--- src/rtl/parity_engine_arbiter.sv ---
// Round-robin arbiter that time-shares one serial parity engine among N_REQ requesters.
// A granted word is shifted out LSB first; done pulses in the cycle after grant edge + WIDTH.
module parity_engine_arbiter #(
    parameter int N_REQ      = 4,
    parameter int WIDTH      = 8,
    parameter bit PARITY_ODD = 1'b0
) (
    input  logic                   clk,
    input  logic                   rst_n,
    input  logic [N_REQ-1:0]       req,
    input  logic [N_REQ*WIDTH-1:0] data,
    output logic [N_REQ-1:0]       gnt,
    output logic [N_REQ-1:0]       done,
    output logic                   parity_out,
    output logic                   busy,
    output logic                   ser_x
);

    localparam int PW = $clog2(N_REQ);
    localparam int CW = (WIDTH > 1) ? $clog2(WIDTH) : 1;
    localparam logic [PW-1:0] LAST_IDX = PW'(N_REQ - 1);
    localparam logic [CW-1:0] LAST_BIT = CW'(WIDTH - 1);
    localparam logic [PW:0]   N_WIDE   = (PW + 1)'(N_REQ);

    typedef enum logic [1:0] {
        IDLE,
        SHIFT,
        DONE
    } state_t;

    state_t            state;
    state_t            state_nx;
    logic [PW-1:0]     ptr;
    logic [PW-1:0]     sel;
    logic [PW-1:0]     pick;
    logic [PW:0]       idx;
    logic              found;
    logic [WIDTH-1:0]  sr;
    logic [CW-1:0]     cnt;
    logic              acc;

    // Scan from the pointer upward, wrapping explicitly so non-power-of-2 N_REQ works.
    always_comb begin
        found = 1'b0;
        pick  = '0;
        idx   = '0;
        for (int i = 0; i < N_REQ; i++) begin
            idx = {1'b0, ptr} + (PW + 1)'(i);
            if (idx >= N_WIDE) begin
                idx = idx - N_WIDE;
            end
            if (!found && req[idx[PW-1:0]]) begin
                found = 1'b1;
                pick  = idx[PW-1:0];
            end
        end
    end

    always_comb begin
        state_nx = state;
        unique case (state)
            IDLE:    if (found) state_nx = SHIFT;
            SHIFT:   if (cnt == LAST_BIT) state_nx = DONE;
            DONE:    state_nx = IDLE;
            default: state_nx = IDLE;
        endcase
    end

    always_ff @(posedge clk or negedge rst_n) begin
        if (!rst_n) begin
            state <= IDLE;
        end else begin
            state <= state_nx;
        end
    end

    always_ff @(posedge clk or negedge rst_n) begin
        if (!rst_n) begin
            gnt        <= '0;
            done       <= '0;
            parity_out <= 1'b0;
            ptr        <= '0;
            sel        <= '0;
            sr         <= '0;
            cnt        <= '0;
            acc        <= 1'b0;
        end else begin
            unique case (state)
                IDLE: begin
                    if (found) begin
                        gnt <= N_REQ'(1) << pick;
                        sel <= pick;
                        sr  <= data[pick*WIDTH +: WIDTH];
                        acc <= 1'b0;
                        cnt <= '0;
                    end
                end
                SHIFT: begin
                    acc <= acc ^ sr[0];
                    sr  <= sr >> 1;
                    cnt <= cnt + CW'(1);
                    // Fold in the last bit here so the result is ready with done.
                    if (cnt == LAST_BIT) begin
                        done       <= gnt;
                        parity_out <= acc ^ sr[0] ^ PARITY_ODD;
                    end
                end
                DONE: begin
                    gnt  <= '0;
                    done <= '0;
                    ptr  <= (sel == LAST_IDX) ? '0 : sel + PW'(1);
                end
                default: begin
                    gnt  <= '0;
                    done <= '0;
                end
            endcase
        end
    end

    assign busy  = (state != IDLE);
    assign ser_x = (state == SHIFT) & sr[0];

endmodule

--- config.mk ---
export PLATFORM = sky130hd
export DESIGN_NAME = parity_engine_arbiter
export DESIGN_NICKNAME = d
export VERILOG_FILES = /design/src/rtl/parity_engine_arbiter.sv
export SDC_FILE = /design/constraint.sdc
export NUM_CORES = 1
export LEC_CHECK = 0
export ABC_AREA = 0
export ABC_CLOCK_PERIOD_IN_PS = 3300
export CAP_MARGIN = 40
export CORE_MARGIN = 2
export CORE_UTILIZATION = 50
export CTS_CLUSTER_DIAMETER = 200
export CTS_CLUSTER_SIZE = 8
export DETAILED_ROUTE_END_ITERATION = 10
export PLACE_DENSITY_LB_ADDON = 0.12
export SLEW_MARGIN = 5
export SYNTH_ARGS = -nofsm -noshare
export SYNTH_HDL_FRONTEND = slang
export SYNTH_SLANG_ARGS = --single-unit
--- constraint.sdc ---
create_clock -name clk -period 3.3 [get_ports clk]
set_input_delay 0.33 -clock clk [delete_from_list [all_inputs] [get_ports clk]]
set_output_delay 0.33 -clock clk [all_outputs]
set_load 0.05 [all_outputs]
======== Word level (Yosys, flattened, before mapping) ========
Index checks and enable logic that the tools add are counted.
operators by class
  add/sub/neg operators ................... 9
  $lt $le $gt $ge ......................... 8
  eq/ne operators ......................... 6
  shift-type cells ........................ 2
  muxes and demuxes ....................... 34
  bitwise gates (word level) .............. 4
  reductions and logical operators ........ 15
operators by type and width
  kind                   number
  $shiftx A32 B6 Y8      1
  $mux W2                11
  $pmux W4 S2            2
  $pmux W8 S2            1
  $lt A2 B3 Y1 const B   4
  $reduce_and A2 Y1      6
  $ge A3 B3 Y1 const B   3
  $mux W1                9
  $bmux W1 S2            4
  $mux W4                2
  $mux W8                1
  $sub A2 B1 Y2 const B  4
  $add A2 B2 Y3 const B  2
  $pmux W3 S2            1
  $eq A2 B2 Y1 const B   2
  $ne A2 B2 Y1 const B   2
  $pmux W2 S2            1
  $reduce_bool A2 Y1     2
  $shl A1 B2 Y4 const A  1
  $add A2 B1 Y3 const B  1
  $add A3 B1 Y3 const B  1
  $eq A3 B3 Y1 const B   1
  $ge A2 B3 Y1 const B   1
  $logic_and A1 B1 Y1    3
  other kinds (9)        12
word-level totals
  register bits ........................... 27
  output and inout bits ................... 11
  word-level logic and storage cells ...... 87

======== Longest topological paths before layout ========
Gate-level depths: netlist of run 1.
  word-level depth ........................ 17
  gate-level depth with buffers ........... 7
  gate-level depth less buffers ........... 5

======== Worst setup path after synthesis of run 1 ========
No wires, ideal clock.
  path kind ............................... reg-to-reg
  from .................................... register state[1]
  to ...................................... register sr[5]
  library setup time ...................... 0.124 ns
  data arrival time ....................... 1.748 ns
  required time ........................... 3.176 ns
  setup slack ............................. 1.428 ns
  stages on the path, launching flop included .. 7
  buffers on the path ..................... 1
  clock period less this slack ............ 1.872 ns
  cells stage by stage .................... dfrtp_1 clkbuf_1 or2_1 nor2_1 nor2_1 a22o_1 a211o_1
on the way
  cells in the longest elaborated chain, start to end .. 3
  elaborated cells between the ends (all ways) .. 6
RTL lines
  item                                                                        RTL line  source
  start, declared                                                             31        state_t state;
  start signal, assigned                                                      73        state <= state_nx;
  $eq A2 B1 Y1 / $logic_not A2 Y1 (equally long branches)                     88        unique case (state)
  $reduce_bool A2 Y1 (no source line) / $ne A2 B2 Y1 (equally long branches)  --
  $reduce_and A2 Y1 (no source line)                                          --
  end signal, assigned                                                        93        sr <= data[pick*WIDTH +: WIDTH];
  end signal, assigned                                                        100       sr <= sr >> 1;
  end, declared                                                               38        logic [WIDTH-1:0] sr;
Parallel ways exist; a longest one is shown, timed or not.
A chain may end at the register's enable or synchronous reset.

======== Worst setup path after layout of run 1 ========
  from .................................... register state[0]
  to ...................................... output ser_x
on the way
  cells in the longest elaborated chain, start to end .. 2
RTL lines
  item           RTL line  source
  $eq A2 B1 Y1   122       assign ser_x = (state == SHIFT) & sr[0];
  $and A1 B1 Y1  122
  end, declared  16        output logic ser_x
Every way passes these cells.

==> results of run 1 <==
==> area by class of cell <==
class / count / area, um2 / share of cell area
clock buffer: 4 / 26.3 / 0.0122
sequential: 27 / 676 / 0.314
tap: 44 / 55.1 / 0.0256
inverter: 2 / 7.51 / 0.00349
multi-input combinational: 134 / 892 / 0.415
timing repair buffer: 50 / 495 / 0.230
==> power by group <==
| part | leakage (nW) | switching, mW | internal [mW] |
|---|---|---|---|
| Clock | 0.0150 | 0.0936 | 0.0473 |
| Sequential | 0.337 | 0.139 | 0.480 |
| Combinational | 0.546 | 0.606 | 0.442 |
==> path summary, 6_finish.rpt <==
kind                            cells after the start            endpoint  slack (ps)
max in group asynchronous                           2   sr[1]$_DFFE_PN0P_        2690
min in group clk                                    1  ptr[0]$_DFFE_PN0N_         510
worst min-delay path                                2  sel[0]$_DFFE_PN0P_         360
worst max register to register                      5   sr[5]$_DFFE_PN0P_         960
worst max-delay path                                4               ser_x         930
worst min register to register                      1  ptr[0]$_DFFE_PN0N_         510
==> synthesized netlist by cell type (all sizes together) (2+ instances only) <==
library cell and count:
inv 2, o21ai 9, nand2b 7, a21oi 12, nor3 3, mux2 2
nor2b 5, nor2 9, a221oi 4, dfrtp 27, ha 3, nor4 2
a32o 2, clkbuf 4, and3 2, nand2 34, o31a 2, o221ai 7
mux2i 10, or2 2, buf 5, nand3 6
==> logic make-up (layout without fill, tap and decap cells) <==
family	after synthesis	count (layout)
buffers and inverters	11	56
adder cells (fa/ha/maj)	3	3
multiplexers	12	12
AND/OR/NAND/NOR	75	75
AO/OA/AOI/OAI	43	43
flip-flops	27	27
XOR/XNOR	1	1
==> metrics by stage <==
stage,instance area (um2),power [mW],hold WS (ps),util,std cells
final,2150,1.81,363,0.699,261
after detailed placement,2130,1.68,477,0.691,257
after CTS,2150,1.82,379,0.699,261
after floorplan,1630,1.39,34.4,-,172
after global placement,2130,1.64,468,0.691,257
after global routing,2150,1.94,383,0.699,261
==> worst reg2reg max path, stage by stage, from the launching register on <==
cell and delay [ps]:
dfrtp_1 530, or2_1 310, nor2_1 640, nor2_1 260, a22o_1 250, a211o_1 260
==> sequential cells by signal, summed over array words and instances, names as in the netlist <==
register,cells
done,4
sel,2
acc,1
sr,8
cnt,3
ptr,2
gnt,4
state,2
parity_out,1
==> per-layer routing <==
| layer | part of all wire | up-vias |
|---|---|---|
| met1 | 0.44 | 694 |
| met5 | 0 | - |
| li1 | - | 714 |
| met3 | 0.053 | 2 |
| met4 | 0.0080 | 0 |
| met2 | 0.50 | 45 |
==> impl_metrics.ini, run 1 <==
[run_status]
run_status = complete, no violations

[route]
num_vias = 1455
wl_per_cell_um = 14.8
wl_um = 3870
post_drt_via_cell_ratio = 5.57
postRouteAntennaNets = 0
firstDrtPassIters = 4
drc = 0
drt_iter0_markers = 59

[finish]
n_antenna_cell = 0
fillers = 267
drive_gt1_frac = 0.0783
num-nets-final = 259
final_common_cell = clkdlybuf4s50_1
final_cell_mix = 48 x clkdlybuf4s50_1, 32 x nand2_1, 27 x dfrtp_1, 12 x a21oi_1, 10 x mux2i_1
area_delta_synth_final_pct = 31.7

[power_and_ir_drop]
leakagePower_nw = 0.898
vdd.ir_drop.worst_mv = 0.314
powerDensity_mw_per_mm2 = 840

[cts]
cts_root_buffer = clkbuf_4
cts_inserted_buffers = 3
cts.clk_slew.worst_paths_ps = 140
htree_levels = 1
post_cts_buffers = 0
clock-sinks = 27
tritoncts = done
ctsHoldBuffers = 0
clock_latency_ps = 320
clockBufferDepth = 2
cts.repair.resized = 0

[worst_setup_path]
path_cells = nor2b_1 -> nand2_1 -> inv_1 -> clkdlybuf4s50_1
crit_start = state[0]$_DFFE_PN0P_
slowest_stage = clkdlybuf4s50_1
crit_required_ps = 2970
critPathBufInv = 2
crit_fanout = 10
timing.rr.start = state[0]$_DFFE_PN0P_
end_kind = output pin
critPathLaunchType = register
cp.arrival_ps = 2040
cpLargestDelayFamily = buffers and inverters
cpPeakStageDelay_ps = 790
critical_path_class = reg2out

[synthesis]
synth-seq-cells = 27
yosysWarnings = 0
synth_area_mm2 = 0.00163
synth_cells = 172
synth_fp_nets = 213
synth-seq-area-share = 0.413
yosys.area.top_type = dfrtp_1
synth_xor_area_frac = 0.00536
ys.flop_type = dfrtp_1
synthSimpleGateAreaFrac = 0.253
ys_async_sr_fraction = 1.00
synth_edf_count = 0
synthAdderAreaFrac = 0.0230
synth_compound_area_frac = 0.187
synth_top_family_by_area = simple AND/OR/NAND/NOR gates
avgSynthCellArea_um2 = 9.50
post_synth_mux_area_share = 0.0773
ys_types = 46
synth_top_cell_area_share = 0.413
synth.area.top_cells = dfrtp_1 41%, nand2_1 7.4%, mux2i_1 6.1%

[global_routing]
grt_overflow = 0
antenna_found_initial = 0
use_met3 = 0.0357
grt_pass1_vias = 1359
grt_use_met1 = 0.284
grt_pass1_wl_um = 6090
grt_busiest_layer = met2
track_usage = 0.222
use_met2 = 0.389
grt_max_degree = 28

[timing]
period_share = 0.719
max_slew.worst_pin.slew_ps = 808
tns_ps = 0
fmax_mhz = 421
drv_slew = 0
slew_headroom = 0.460
fin_ws_ps = 927
grt_setup_unrepaired = false
setup_viol = 0
finalHoldViolations = 0
finClkSkew_ps = 1.04
min_period_ps = 2370

[die]
coreArea_mm2 = 0.00308
io_pins = 49
start_util = 0.531
rows = 20
fp.dieW_um = 61.2
dieArea_mm2 = 0.00374
die_h_um = 61.2

[placement]
preCtsSetupSlack_ps = 689
port_buffers = 48
hpwl_um = 3000
place.gp.congestion = 0.878

[run]
maxCapViolations = 0

[hold_path]
hp-class = in2async
No activity file was read; power rests on OpenSTA's default activity.
==> run 2: changes to the inputs <==
--- a/config.mk
+++ b/config.mk
@@ -6,10 +6,10 @@
 export NUM_CORES = 1
 export LEC_CHECK = 0
 export ABC_AREA = 0
-export ABC_CLOCK_PERIOD_IN_PS = 3300
+export ABC_CLOCK_PERIOD_IN_PS = 2200
 export CAP_MARGIN = 40
 export CORE_MARGIN = 2
-export CORE_UTILIZATION = 50
+export CORE_UTILIZATION = 47
 export CTS_CLUSTER_DIAMETER = 200
 export CTS_CLUSTER_SIZE = 8
 export DETAILED_ROUTE_END_ITERATION = 10
==> constraint.sdc (replaced) <==
create_clock -name clk -period 2.2 [get_ports clk]
set_input_delay 0.22 -clock clk [delete_from_list [all_inputs] [get_ports clk]]
set_output_delay 0.22 -clock clk [all_outputs]
set_load 0.05 [all_outputs]
==> impl_metrics.ini, run 2 (synthesis results as in run 1) <==
[cts]
cts_inserted_buffers = 3
clock_latency_ps = 330
clockBufferDepth = 2
clock-sinks = 27
htree_levels = 1
cts_root_buffer = clkbuf_4
post_cts_buffers = 0
cts.repair.resized = 0
cts.clk_slew.worst_paths_ps = 160
tritoncts = done
ctsHoldBuffers = 0

[route]
wl_um = 4070
postRouteAntennaNets = 0
num_vias = 1477
wl_per_cell_um = 15.1
drc = 0
post_drt_via_cell_ratio = 5.47
firstDrtPassIters = 4
drt_iter0_markers = 74

[global_routing]
grt_max_degree = 28
grt_pass1_vias = 1506
grt_overflow = 0
grt_pass1_wl_um = 7020
track_usage = 0.222
antenna_found_initial = 0

[finish]
final_cell_mix = 47 x clkdlybuf4s50_1, 32 x nand2_1, 27 x dfrtp_1, 12 x a21oi_1, 10 x mux2i_1
drive_gt1_frac = 0.116
num-nets-final = 266
stdcell_area_mm2 = 0.00223
n_antenna_cell = 0
final_common_cell = clkdlybuf4s50_1
largest_reg_flops = 8
area_delta_synth_final_pct = 36.7
biggestRegsByFlops = sr (8), done (4), gnt (4)
top_register = sr

[placement]
hpwl_um = 3250
place.gp.congestion = 0.849
port_buffers = 48
placed_area_mm2 = 0.00220

[hold_path]
hp-class = in2async

[worst_setup_path]
crit_required_ps = 1980
crit_fanout = 9
slowest_stage = clkdlybuf4s50_1
cp.arrival_ps = 1870
path_cells = or2_1 -> clkdlybuf4s50_1
cpLargestDelayFamily = buffers and inverters
end_kind = output pin
critPathLaunchType = register
critical_path_class = reg2out
cpPeakStageDelay_ps = 810
critPathBufInv = 1

[run]
maxCapViolations = 0

[power_and_ir_drop]
powerDensity_mw_per_mm2 = 1280
power.total_mw = 2.85
leakagePower_nw = 0.941
vdd.ir_drop.worst_mv = 0.864

[run_status]
run_status = complete, no violations

[die]
die_h_um = 63.0
rows = 21
fp.dieW_um = 63.0
coreArea_mm2 = 0.00334
start_util = 0.490
io_pins = 49
dieArea_mm2 = 0.00396

[timing]
period_share = 0.949
finalHoldViolations = 0
finClkSkew_ps = 16.6
max_slew.worst_pin.slew_ps = 500
grt_setup_unrepaired = false
setup_viol = 0
min_period_ps = 2090
fmax_mhz = 479
drv_slew = 0
slew_headroom = 0.666
==> run 2: final timing paths <==
path	start	cells after the start	end	slack (ps)
worst max register to register	ptr[0]$_DFFE_PN0N_	5	sr[0]$_DFFE_PN0P_	330
min in group clk	sel[1]$_DFFE_PN0P_	2	sel[1]$_DFFE_PN0P_	500
max in group asynchronous	rst_n	2	sr[5]$_DFFE_PN0P_	1690
worst min register to register	sel[1]$_DFFE_PN0P_	2	sel[1]$_DFFE_PN0P_	500
worst min-delay path	rst_n	2	done[0]$_DFFE_PN0P_	240
worst max-delay path	state[1]$_DFFE_PN0P_	2	busy	110
==> run 2: metrics by stage <==
stage           util  hold WS, ps  cells  setup WS (ps)  TNS, ps
6_report       0.669          243    270            113        0
5_1_grt        0.669          265    270           1.55        0
3_5_place_dp   0.660          473    266          -11.3    -11.3
4_1_cts        0.669          252    270            101        0
2_1_floorplan      -        -75.6    172            328        0
3_3_place_gp   0.660          468    266           42.3        0
==> run 2: layer usage <==
metal	share of wire	vias to the layer above	track usage	wire, um
met1	0.42	703	0.257	1700
met3	0.047	6	0.0360	190
li1	-	729	-	-
met4	0.013	0	0.0667	53
met2	0.52	39	0.415	2130
met5	0	-	0	0
==> run 2: where the power goes <==
part | total (mW) | switching, mW | internal (mW)
logic | 1.71 | 0.952 | 0.762
clock network | 0.220 | 0.150 | 0.0695
registers | 0.921 | 0.201 | 0.720
total | 2.85 | 1.30 | 1.55
==> run 2: worst register-to-register path, cell delays in order (launching register included) <==
cell	delay, ps
dfrtp_1	450
and2b_1	340
nor3_1	70
o31a_1	340
a221oi_1	410
o221ai_1	160
==> run 2: cell type report <==
cell class                      count  area [um2]
Multi-Input combinational cell    134         892
Fill cell                         275        1100
Sequential cell                    27         676
Clock buffer                        3        22.5
Timing Repair Buffer               57         571
Inverter                            2        7.51
Tap cell                           46        57.6
Clock inverter                      1        7.51
==> run 3: changes to the inputs <==
--- a/config.mk
+++ b/config.mk
@@ -7,7 +7,6 @@
 export LEC_CHECK = 0
 export ABC_AREA = 0
 export ABC_CLOCK_PERIOD_IN_PS = 2200
-export CAP_MARGIN = 40
 export CORE_MARGIN = 2
 export CORE_UTILIZATION = 47
 export CTS_CLUSTER_DIAMETER = 200
==> results of run 3 <==
The final DEF is identical to that of run 2; final timing and power are the same.
